File: config.mk
export PLATFORM = sky130hd
export DESIGN_NAME = solve_ctrl_flat
export DESIGN_NICKNAME = d
export VERILOG_FILES = /design/src/rtl/solve_ctrl_pkg.sv /design/src/rtl/solve_ctrl_if.sv /design/src/rtl/solve_ctrl_sat_counter.sv /design/src/rtl/solve_ctrl.sv /design/src/flat_wrapper.sv
export SDC_FILE = /design/constraint.sdc
export NUM_CORES = 1
export LEC_CHECK = 0
export CAP_MARGIN = 20
export CORE_UTILIZATION = 51
export DETAILED_ROUTE_END_ITERATION = 16
export PLACE_DENSITY = 0.8
export SYNTH_ARGS = -nofsm -noshare
export SYNTH_HDL_FRONTEND = slang
export SYNTH_SLANG_ARGS = --single-unit
File: constraint.sdc
create_clock -name clock -period 3.5 [get_ports clock]
set_input_delay 0.35 -clock clock [delete_from_list [all_inputs] [get_ports clock]]
set_output_delay 0.35 -clock clock [all_outputs]
set_load 0.005 [all_outputs]
File: src/rtl/solve_ctrl_pkg.sv
// Shared types for the solve controller:
// response codes, controller states and a result classifier.
package sysdefs;

    typedef enum logic [1:0] {
        CODE_SAT      = 2'd0,
        CODE_UNSAT    = 2'd1,
        CODE_TIMEOUT  = 2'd2,
        CODE_CONFLICT = 2'd3
    } rsp_code_t;

    typedef enum logic [1:0] {
        ST_IDLE = 2'd0,
        ST_RST  = 2'd1,
        ST_RUN  = 2'd2,
        ST_DONE = 2'd3
    } state_t;

    localparam int RCNT_W = 4;

    function automatic rsp_code_t classify(input logic sat, input logic unsat);
        if (sat && unsat) return CODE_CONFLICT;
        else if (sat) return CODE_SAT;
        else return CODE_UNSAT;
    endfunction

endpackage

File: src/rtl/solve_ctrl_if.sv
// Host-side request/response handshake bundle.
// The host is the master; the controller is the slave.
interface solve_ctrl_if
    import sysdefs::*;
#(
    parameter int CYC_W = 32
) ();
    logic             req_valid;
    logic             req_ready;
    logic [CYC_W-1:0] req_budget;
    logic             rsp_valid;
    logic             rsp_ready;
    rsp_code_t        rsp_code;
    logic [CYC_W-1:0] rsp_cycles;

    modport master (
        output req_valid, req_budget, rsp_ready,
        input  req_ready, rsp_valid, rsp_code, rsp_cycles
    );

    modport slave (
        input  req_valid, req_budget, rsp_ready,
        output req_ready, rsp_valid, rsp_code, rsp_cycles
    );
endinterface

File: src/rtl/solve_ctrl_sat_counter.sv
// Saturating up-counter used to count RUN cycles.
// Sticks at all-ones instead of wrapping.
module sat_counter #(
    parameter int CYC_W = 32
) (
    input  logic             clock,
    input  logic             reset,
    input  logic             clear,
    input  logic             enable,
    output logic [CYC_W-1:0] value
);

    // count up while enabled, hold once all-ones is reached
    always_ff @(posedge clock or negedge reset) begin
        if (!reset) begin
            value <= '0;
        end else if (clear) begin
            value <= '0;
        end else if (enable && (value != '1)) begin
            value <= value + CYC_W'(1);
        end
    end

endmodule

File: src/rtl/solve_ctrl.sv
// Solve controller: resets and starts a solver core,
// watches for a result or budget expiry and reports it.
module solve_ctrl
    import sysdefs::*;
#(
    parameter int CYC_W      = 32,
    parameter int RST_CYCLES = 2
) (
    input  logic        clock,
    input  logic        reset,
    solve_ctrl_if.slave bus,
    output logic        solver_reset,
    output logic        solver_start,
    input  logic        solver_sat,
    input  logic        solver_unsat,
    output logic        busy
);

    state_t            state_q;
    state_t            state_d;
    rsp_code_t         code_q;
    rsp_code_t         code_d;
    logic [CYC_W-1:0]  budget_q;
    logic [CYC_W-1:0]  cycles_q;
    logic [CYC_W-1:0]  cnt;
    logic [CYC_W-1:0]  cnt_inc;
    logic [RCNT_W-1:0] rcnt_q;
    logic              accept;
    logic              finish;
    logic              req_ready_q;
    logic              rsp_valid_q;
    logic              ready_d;
    logic              sreset_d;
    logic              start_d;
    logic              valid_d;
    logic              busy_d;

    assign accept  = (state_q == ST_IDLE) && bus.req_valid;
    assign finish  = (state_q == ST_RUN) && (state_d == ST_DONE);
    assign cnt_inc = (cnt == '1) ? cnt : cnt + CYC_W'(1);

    sat_counter #(
        .CYC_W (CYC_W)
    ) u_cnt (
        .clock  (clock),
        .reset  (reset),
        .clear  (accept),
        .enable (state_q == ST_RUN),
        .value  (cnt)
    );

    // state register
    always_ff @(posedge clock or negedge reset) begin
        if (!reset) state_q <= ST_IDLE;
        else        state_q <= state_d;
    end

    // next state; a solver result beats budget expiry
    always_comb begin
        state_d = state_q;
        code_d  = code_q;
        unique case (state_q)
            ST_IDLE: begin
                if (bus.req_valid) state_d = ST_RST;
            end
            ST_RST: begin
                if (rcnt_q == RCNT_W'(RST_CYCLES - 1)) state_d = ST_RUN;
            end
            ST_RUN: begin
                if (solver_sat || solver_unsat) begin
                    state_d = ST_DONE;
                    code_d  = classify(solver_sat, solver_unsat);
                end else if ((budget_q != '0) && (cnt_inc == budget_q)) begin
                    state_d = ST_DONE;
                    code_d  = CODE_TIMEOUT;
                end
            end
            ST_DONE: begin
                if (bus.rsp_ready) state_d = ST_IDLE;
            end
            default: state_d = ST_IDLE;
        endcase
    end

    // output decode from the upcoming state, registered below
    always_comb begin
        ready_d  = 1'b0;
        sreset_d = 1'b0;
        start_d  = 1'b0;
        valid_d  = 1'b0;
        busy_d   = 1'b1;
        unique case (state_d)
            ST_IDLE: begin
                ready_d = 1'b1;
                busy_d  = 1'b0;
            end
            ST_RST:  sreset_d = 1'b1;
            ST_RUN:  start_d  = 1'b1;
            ST_DONE: valid_d  = 1'b1;
            default: busy_d   = 1'b0;
        endcase
    end

    // registered control outputs
    always_ff @(posedge clock or negedge reset) begin
        if (!reset) begin
            req_ready_q  <= 1'b1;
            solver_reset <= 1'b1;
            solver_start <= 1'b0;
            rsp_valid_q  <= 1'b0;
            busy         <= 1'b0;
        end else begin
            req_ready_q  <= ready_d;
            solver_reset <= sreset_d;
            solver_start <= start_d;
            rsp_valid_q  <= valid_d;
            busy         <= busy_d;
        end
    end

    // budget capture, reset-hold counter and result latch
    always_ff @(posedge clock or negedge reset) begin
        if (!reset) begin
            budget_q <= '0;
            rcnt_q   <= '0;
            code_q   <= CODE_SAT;
            cycles_q <= '0;
        end else begin
            if (accept) budget_q <= bus.req_budget;
            rcnt_q <= (state_q == ST_RST) ? rcnt_q + RCNT_W'(1) : '0;
            if (finish) begin
                code_q   <= code_d;
                cycles_q <= cnt_inc;
            end
        end
    end

    assign bus.req_ready  = req_ready_q;
    assign bus.rsp_valid  = rsp_valid_q;
    assign bus.rsp_code   = code_q;
    assign bus.rsp_cycles = cycles_q;

endmodule

File: src/flat_wrapper.sv
// flat-port wrapper written by rule: the top's interface ports become plain ports
module solve_ctrl_flat import sysdefs::*;
#(
    parameter int CYC_W      = 32,
    parameter int RST_CYCLES = 2
)
  (clock, reset, solver_reset, solver_start, solver_sat, solver_unsat, busy, bus_req_valid, bus_req_budget, bus_rsp_ready, bus_req_ready, bus_rsp_valid, bus_rsp_code, bus_rsp_cycles);
  solve_ctrl_if #(.CYC_W(CYC_W)) bus_i ();
  input  logic clock;
  input  logic reset;
  output logic solver_reset;
  output logic solver_start;
  input  logic solver_sat;
  input  logic solver_unsat;
  output logic busy;
  input wire logic [$bits(bus_i.req_valid)-1:0] bus_req_valid;
  input wire logic [$bits(bus_i.req_budget)-1:0] bus_req_budget;
  input wire logic [$bits(bus_i.rsp_ready)-1:0] bus_rsp_ready;
  output wire logic [$bits(bus_i.req_ready)-1:0] bus_req_ready;
  output wire logic [$bits(bus_i.rsp_valid)-1:0] bus_rsp_valid;
  output wire logic [$bits(bus_i.rsp_code)-1:0] bus_rsp_code;
  output wire logic [$bits(bus_i.rsp_cycles)-1:0] bus_rsp_cycles;
  assign bus_i.req_valid = bus_req_valid;
  assign bus_i.req_budget = bus_req_budget;
  assign bus_i.rsp_ready = bus_rsp_ready;
  assign bus_req_ready = bus_i.req_ready;
  assign bus_rsp_valid = bus_i.rsp_valid;
  assign bus_rsp_code = bus_i.rsp_code;
  assign bus_rsp_cycles = bus_i.rsp_cycles;
  solve_ctrl #(.CYC_W(CYC_W), .RST_CYCLES(RST_CYCLES)) u_core (.clock(clock), .reset(reset), .bus(bus_i), .solver_reset(solver_reset), .solver_start(solver_start), .solver_sat(solver_sat), .solver_unsat(solver_unsat), .busy(busy));
endmodule
==> results by group, run 1 <==
Finish
  – Most common cell after layout, fill and taps aside: nand2_1
  – Most frequent cells in the layout: 140 x nand2_1, 132 x buf_4, 103 x dfrtp_1, 75 x clkdlybuf4s50_1, 66 x o21ai_0
  – Final Cell Area: 0.00869 mm2
  – Share of layout cells above drive strength 1: around a quarter
  – Final #Nets: around 930
  – Area growth syn-to-layout: 35.7%
  – Antenna diodes: 0
  – Non-filler cells, final: ~1100
  – Finished Core Util: between 70% and 80%

Timing
  – Peak Freq: 0.286 GHz
  – Measured slew at the worst slew-check pin: slightly above 0.6 ns
  – Slew margin rel.: approximately 60%
  – Final period utilization: 100%
  – Post-route setup slack: -0.00203 ns
  – Final hold viol count: 0
  – Final min period: roughly 3.5 ns
  – Final setup fails: 1
  – Worst hold slack: roughly 0.32 ns
  – Max-slew violations: 0
  – Final Skew: about 0.011 ns
  – RSZ-0062 raised after global routing: yes

Worst setup path
  – Startpoint types: flop
  – Critical Path Sink Type: flop
  – RR Startpoint: u_core.u_cnt.value[23]
  – Critical Path AT: 3.75 ns
  – FF-to-FF setup slack: -0.002 ns
  – Crit. Startpoint: u_core.u_cnt.value[23]
  – Critical Path Fanout Max: 21
  – Data required, critical path: 3.74 ns
  – Crit Path Category: flop to flop

Yosys
  – Syn nets: ~750
  – Most area-consuming cells after synthesis: dfrtp_1 42%, nand2_1 8.2%, o21ai_0 5.3%, xnor2_1 3.1%, nor2_1 2.7%
  – Netlist cell types: 75
  – Post-Syn Instances: a little over 700
  – Async set or reset register ratio after synthesis: 100%
  – Warnings from Yosys: 0
  – Sequential area share after synthesis: around 43%
  – EDFF count, synth: 0
  – Post-synth top flop: dfrtp_1
  – Yosys top cell by area: dfrtp_1
  – Flops & latches, synth: approximately 110
  – Yosys top cell area share: a little over two fifths
  – Syn_area_per_cell: between 9 and 10 um2
  – Cell Area, Synth: 0.00640 mm2

Power
  – Share of power burned in registers: between 30% and 40%
  – Worst vdd rail ir drop: 522 uV
  – LEAKAGE: between 3 and 4 nW
  – Sw Share: around two fifths
  – Power share of the clock group: around 18%
  – Comb power frac: roughly 44%
  – Psw: approximately 0.0022 W
  – Pint: around 0.0033 W
  – Pwr Density: ~630 mW/mm2

Drt
  – Initial DRC count: about 600
  – Routed len/inst: around 20 um
  – Vias post-DR: approximately 6300
  – Wire length on met1: 9300 um
  – Remaining DRCs: 0
  – Post-DRT Antenna Nets: 0
  – First drt pass iteration count: 5
  – Vias per std cell: 5.97
  – Uppermost routed layer: met4
  – WL final: 21600 um
  – Detail Route met2 WL: 9910 um
  – DR WL met3: between 1500 and 2000 um

Place
  – Cells after DPL: a little over 1000
  – Global placer's final weighted congestion: 1.08
  – Hpwl dp: around 16000 um
  – Placed instance area: about 0.0081 mm2
  – Port buffer count: 76

Global routing
  – GR Overflow Total: 0
  – Global-route wire length before repair: between 30000 and 40000 um
  – Largest net degree at the start of global routing: roughly 110
  – Vias in the first global route: 6156
  – Total track usage: a little over a third
  – Initial antenna violation count: 0

Floorplanning
  – Die W: 114 um
  – Die Ht: between 100 and 150 um
  – Boundary pin count: between 70 and 80
  – Row count: 40
  – Initial core utilization: about 53%
  – Die ar.: 0.0130 mm2
  – Placeable Area: ~0.012 mm2

Clock network
  – Worst-path clk slew: around 0.070 ns
  – Bufs on Longest Clock Path: 2
  – Num CTS Buffers: 9
  – Root Driver: clkbuf_16
  – CTS tree: done
  – Clk Latency, worst-skew pair: about 0.36 ns
  – H-Tree Depth: 3
  – Num Clock Sinks: ~110

Worst hold path
  – Worst min path class: input pin to asynchronous set/reset pin

Status
  – Outcome: finished, violations left
  – Failing checks: negative setup slack

Job
  – Max Cap Viol: 0
[power by group through the flow]
stage	clock network (W)	logic [W]	registers, W
after global placement	0	0.00228	0.00205
after global routing	0.00105	0.00265	0.00211
after CTS	0.00100	0.00241	0.00206
after floorplan	0	0.00137	0.00193
after detailed placement	0	0.00235	0.00207
final	0.000994	0.00245	0.00208
[flip-flops by register name, summed over array words and instances (netlist names)]
name and cells:
u_core.budget_q 32, u_core.state_q 2, u_core.bus.rsp_valid 1, u_core.bus.rsp_cycles 32, u_core.solver_reset 1, u_core.bus.req_ready 1
u_core.u_cnt.value 32, u_core.solver_start 1, u_core.bus.rsp_code 2, u_core.busy 1, u_core.rcnt_q 4
[final timing paths]
kind                                             end  cells after the start
min in group clock                  u_core.rcnt_q[0]                      1
setup reg to reg            u_core.bus.rsp_cycles[0]                     12
hold / removal                      u_core.rcnt_q[2]                      2
hold reg to reg                     u_core.rcnt_q[0]                      1
max in group asynchronous  u_core.bus.rsp_cycles[25]                      3
setup / recovery            u_core.bus.rsp_cycles[0]                     12
[critical path, stage by stage (launching register included)]
cell	delay [ns]
dfrtp_1	0.44
and4_1	0.28
and2_1	0.23
nand3_2	0.18
buf_4	0.28
and2_1	0.19
o2bb2ai_1	0.08
or4_4	0.50
nor4_4	0.33
a41oi_4	0.19
nor2_4	0.19
buf_12	0.15
mux2_2	0.33
[metrics by stage]
step | TNS (ns) | power, W | setup WS, ns
finish | -0.00203 | 0.00552 | -0.00203
floorplan | 0 | 0.00330 | 0.0104
global route | -1.90 | 0.00581 | -0.139
global placement | -0.933 | 0.00434 | -0.0885
CTS | 0 | 0.00547 | 0.0115
detailed placement | -2.03 | 0.00443 | -0.128
[timing repair]
item / CTS / global route
endpoints found under the hold margin: 1 / 0
buffers inserted: 6 / 9
endpoints found under the setup margin: 26 / 37
gates resized for setup: 23 / 20
pin swaps: 8 / 10
hold buffers: 1 / 0
[cells by family after synthesis]
group / Yosys count / synth area share (%)
AND/OR/NAND/NOR: 321 / 26.1
AO/OA/AOI/OAI: 154 / 16.2
flip-flops: 109 / 42.6
buffers and inverters: 59 / 4.30
XOR/XNOR: 41 / 6.47
multiplexers: 16 / 3.26
adder cells (fa/ha/maj): 5 / 0.977
[cell type report]
type / instances / area [um2]
clock inverters: 5 / 45.0
well taps: 168 / 210
fillers: 960 / 3420
repair buffers: 213 / 1840
clock buffers: 11 / 233
inverters: 15 / 56.3
multi-input cells: 537 / 3570
flip-flops and latches: 109 / 2740
[cells in the mapped netlist (4+ instances only)]
cell type  count
nand3_1       23
xnor2_1       23
mux2i_1        4
a2bb2oi_1      9
nand4_4        4
and3_1         8
nor3_1        13
and2_1         9
and4_1        10
o31ai_1       21
nand4_1       20
a21oi_1       12
a31oi_1        4
nand2b_1       5
nor2_1        46
inv_1         15
nor4_1        17
xor2_1        14
nand2_1      140
buf_2         12
clkbuf_1      25
xnor3_1        4
o211ai_1       5
or3_1          4
o21ai_0       68
mux2_4         9
ha_1           5
dfrtp_1      107
[layer usage]
layer	global-route usage, %	up-vias
met5	0	-
met4	14.8	0
met3	8.10	66
met2	54.2	294
met1	47.2	3051
li1	-	2903
Note: power is estimated with default switching activity, not from simulation.
==> run 2: changes to the inputs <==
CORE_UTILIZATION = 61   (was 51)
PLACE_DENSITY = 0.89   (was 0.8)
SLEW_MARGIN = 40   (was not set)
clock period = 4.15 ns   (was 3.5 ns; I/O delays follow)
==> run 2 against run 1 <==
The flow now finishes without violations. Register-to-register slack improved by 0.18 ns. Core utilization increased by 2.4 points. Fmax decreased by 12%. Critical path depth unchanged. Non-clock buffer count decreased by 103. Global-route usage increased by 3.0 points.
==> results by group, run 2 (synthesis results as in run 1) <==
Place
  – Port buffer count: 76
  – Global placer's final weighted congestion: around 0.98
  – Hpwl dp: around 15000 um

Worst setup path
  – Data required, critical path: roughly 4.5 ns
  – R2R depth: 12
  – R2R Path End: u_core.bus.rsp_cycles[0]
  – Critical Path Sink Type: flop
  – Crit Path Category: flop to flop
  – Critical Path Fanout Max: 22
  – FF-to-FF setup slack: 0.18 ns
  – Crit path to: u_core.bus.rsp_cycles[0]
  – Critical Path AT: around 4.3 ns
  – Crit. Startpoint: u_core.u_cnt.value[1]
  – RR Startpoint: u_core.u_cnt.value[1]
  – Startpoint types: flop

Clock network
  – Hold Buf Count CTS: 0
  – CTS tree: done
  – H-Tree Depth: 3
  – Clk Latency, worst-skew pair: approximately 0.4 ns
  – Num CTS Buffers: 9
  – Post_cts resized: 0
  – Root Driver: clkbuf_8
  – Bufs on Longest Clock Path: 2
  – Worst-path clk slew: approximately 0.11 ns
  – Num Clock Sinks: approximately 110

Finish
  – Share of layout cells above drive strength 1: roughly 11%
  – Antenna diodes: 0
  – Most common cell after layout, fill and taps aside: nand2_1
  – Register Area: 0.00273 mm2
  – Multi-input logic area: ~0.0034 mm2
  – Final #Nets: 825
  – Most frequent cells in the layout: 139 x nand2_1, 107 x dfrtp_1, 75 x clkdlybuf4s50_1, 68 x o21ai_0, 46 x nor2_1
  – Fillers: 749
  – Area growth syn-to-layout: 18.5%
  – Finished Core Util: around three quarters

Floorplanning
  – Die Ht: roughly 100 um
  – Die ar.: 0.0109 mm2
  – Initial core utilization: around 63%
  – Placeable Area: 0.0102 mm2
  – Boundary pin count: 77
  – Row count: 37
  – Die W: approximately 100 um

Global routing
  – GR Overflow Total: 0
  – Initial antenna violation count: 0
  – Largest net degree at the start of global routing: 76
  – Global-route wire length before repair: between 30000 and 40000 um
  – Total track usage: a little under two fifths
  – Vias in the first global route: roughly 5700

Power
  – Power Total: 0.00428 W
  – Worst vdd rail ir drop: between 400 and 500 uV
  – LEAKAGE: 3.28 nW
  – Pwr Density: roughly 560 mW/mm2

Timing
  – Peak Freq: 0.252 GHz
  – Post-Route Setup TNS: 0 ns
  – Final hold viol count: 0
  – RSZ-0062 raised after global routing: no
  – Final Skew: 0.0117 ns
  – Slew margin rel.: 42.7%
  – Max-slew violations: 0
  – Final min period: approximately 4 ns
  – Measured slew at the worst slew-check pin: 0.853 ns
  – Final period utilization: a little over nine tenths
  – Final setup fails: 0

Drt
  – Vias per std cell: between 6 and 7
  – Remaining DRCs: 0
  – Post-DRT Antenna Nets: 0
  – WL final: roughly 20000 um
  – Routed len/inst: about 21 um
  – Initial DRC count: between 500 and 600
  – First drt pass iteration count: 6
  – Vias post-DR: slightly below 6000

Worst hold path
  – Worst min path class: input pin to asynchronous set/reset pin

Status
  – Outcome: finished, final reports clean

Job
  – Max Cap Viol: 0
-- run 2: through the flow --
step | cells | instance area [um2] | hold slack [ns] | worst slack [ns]
floorplan | 705 | 6400 | 0.119 | 0.624
global placement | 906 | 7370 | 0.470 | 0.293
detailed placement | 906 | 7380 | 0.477 | 0.166
CTS | 922 | 7580 | 0.0363 | 0.148
global route | 923 | 7590 | 0.0738 | 0.0306
finish | 923 | 7590 | 0.0159 | 0.183
-- run 2: critical path: stages, from the launching register on --
cell and delay [ns]:
dfrtp_1 0.48, ha_1 0.25, nand3_1 0.22, nor4_4 0.56, nand4_1 0.21, o211ai_1 0.21, o31ai_1 0.13, or4_4 0.55
nor4_4 0.33, a41oi_4 0.18, nor2_4 0.16, buf_12 0.20, mux2_2 0.36
-- run 2: layout make-up --
cell class                      count  share of cell area, %
Clock buffer                        9                   1.63
Tap cell                          136                   2.24
Multi-Input combinational cell    537                   44.8
Clock inverter                      7                   1.04
Timing Repair Buffer              110                   13.6
Inverter                           15                  0.742
Sequential cell                   109                   36.0
-- run 2: repair_timing --
item | 4_1_cts | 5_1_grt
endpoints found under the hold margin | 0 | 0
setup endpoints to repair | 0 | 21
setup buffers | 0 | 1
-- run 2: worst min-delay path by stage --
stage / from / endpoint / slack, ns / cells after the start
finish: reset / u_core.u_cnt.value[22] / 0.02 / 1
global route: reset / u_core.u_cnt.value[16] / 0.07 / 1
CTS: reset / u_core.u_cnt.value[16] / 0.04 / 1
detailed placement: reset / u_core.u_cnt.value[18] / 0.48 / 1
global placement: u_core.rcnt_q[0] / u_core.rcnt_q[0] / 0.47 / 1
floorplan: reset / u_core.budget_q[0] / 0.12 / 0
-- run 2: report_power, final --
| group | switching (W) | internal [W] |
|---|---|---|
| clock | 0.000396 | 0.000288 |
| combinational | 0.000983 | 0.000844 |
| sequential | 0.000391 | 0.00138 |
-- run 2: routing by layer --
layer	vias up	share of wire (%)	wire length, um	GRT usage, %
met3	46	9.1	1790	10.0
met5	-	0	0	0
met2	347	47	9280	59.4
li1	2690	-	-	-
met1	2882	41	8000	49.9
met4	0	3.3	654	15.9
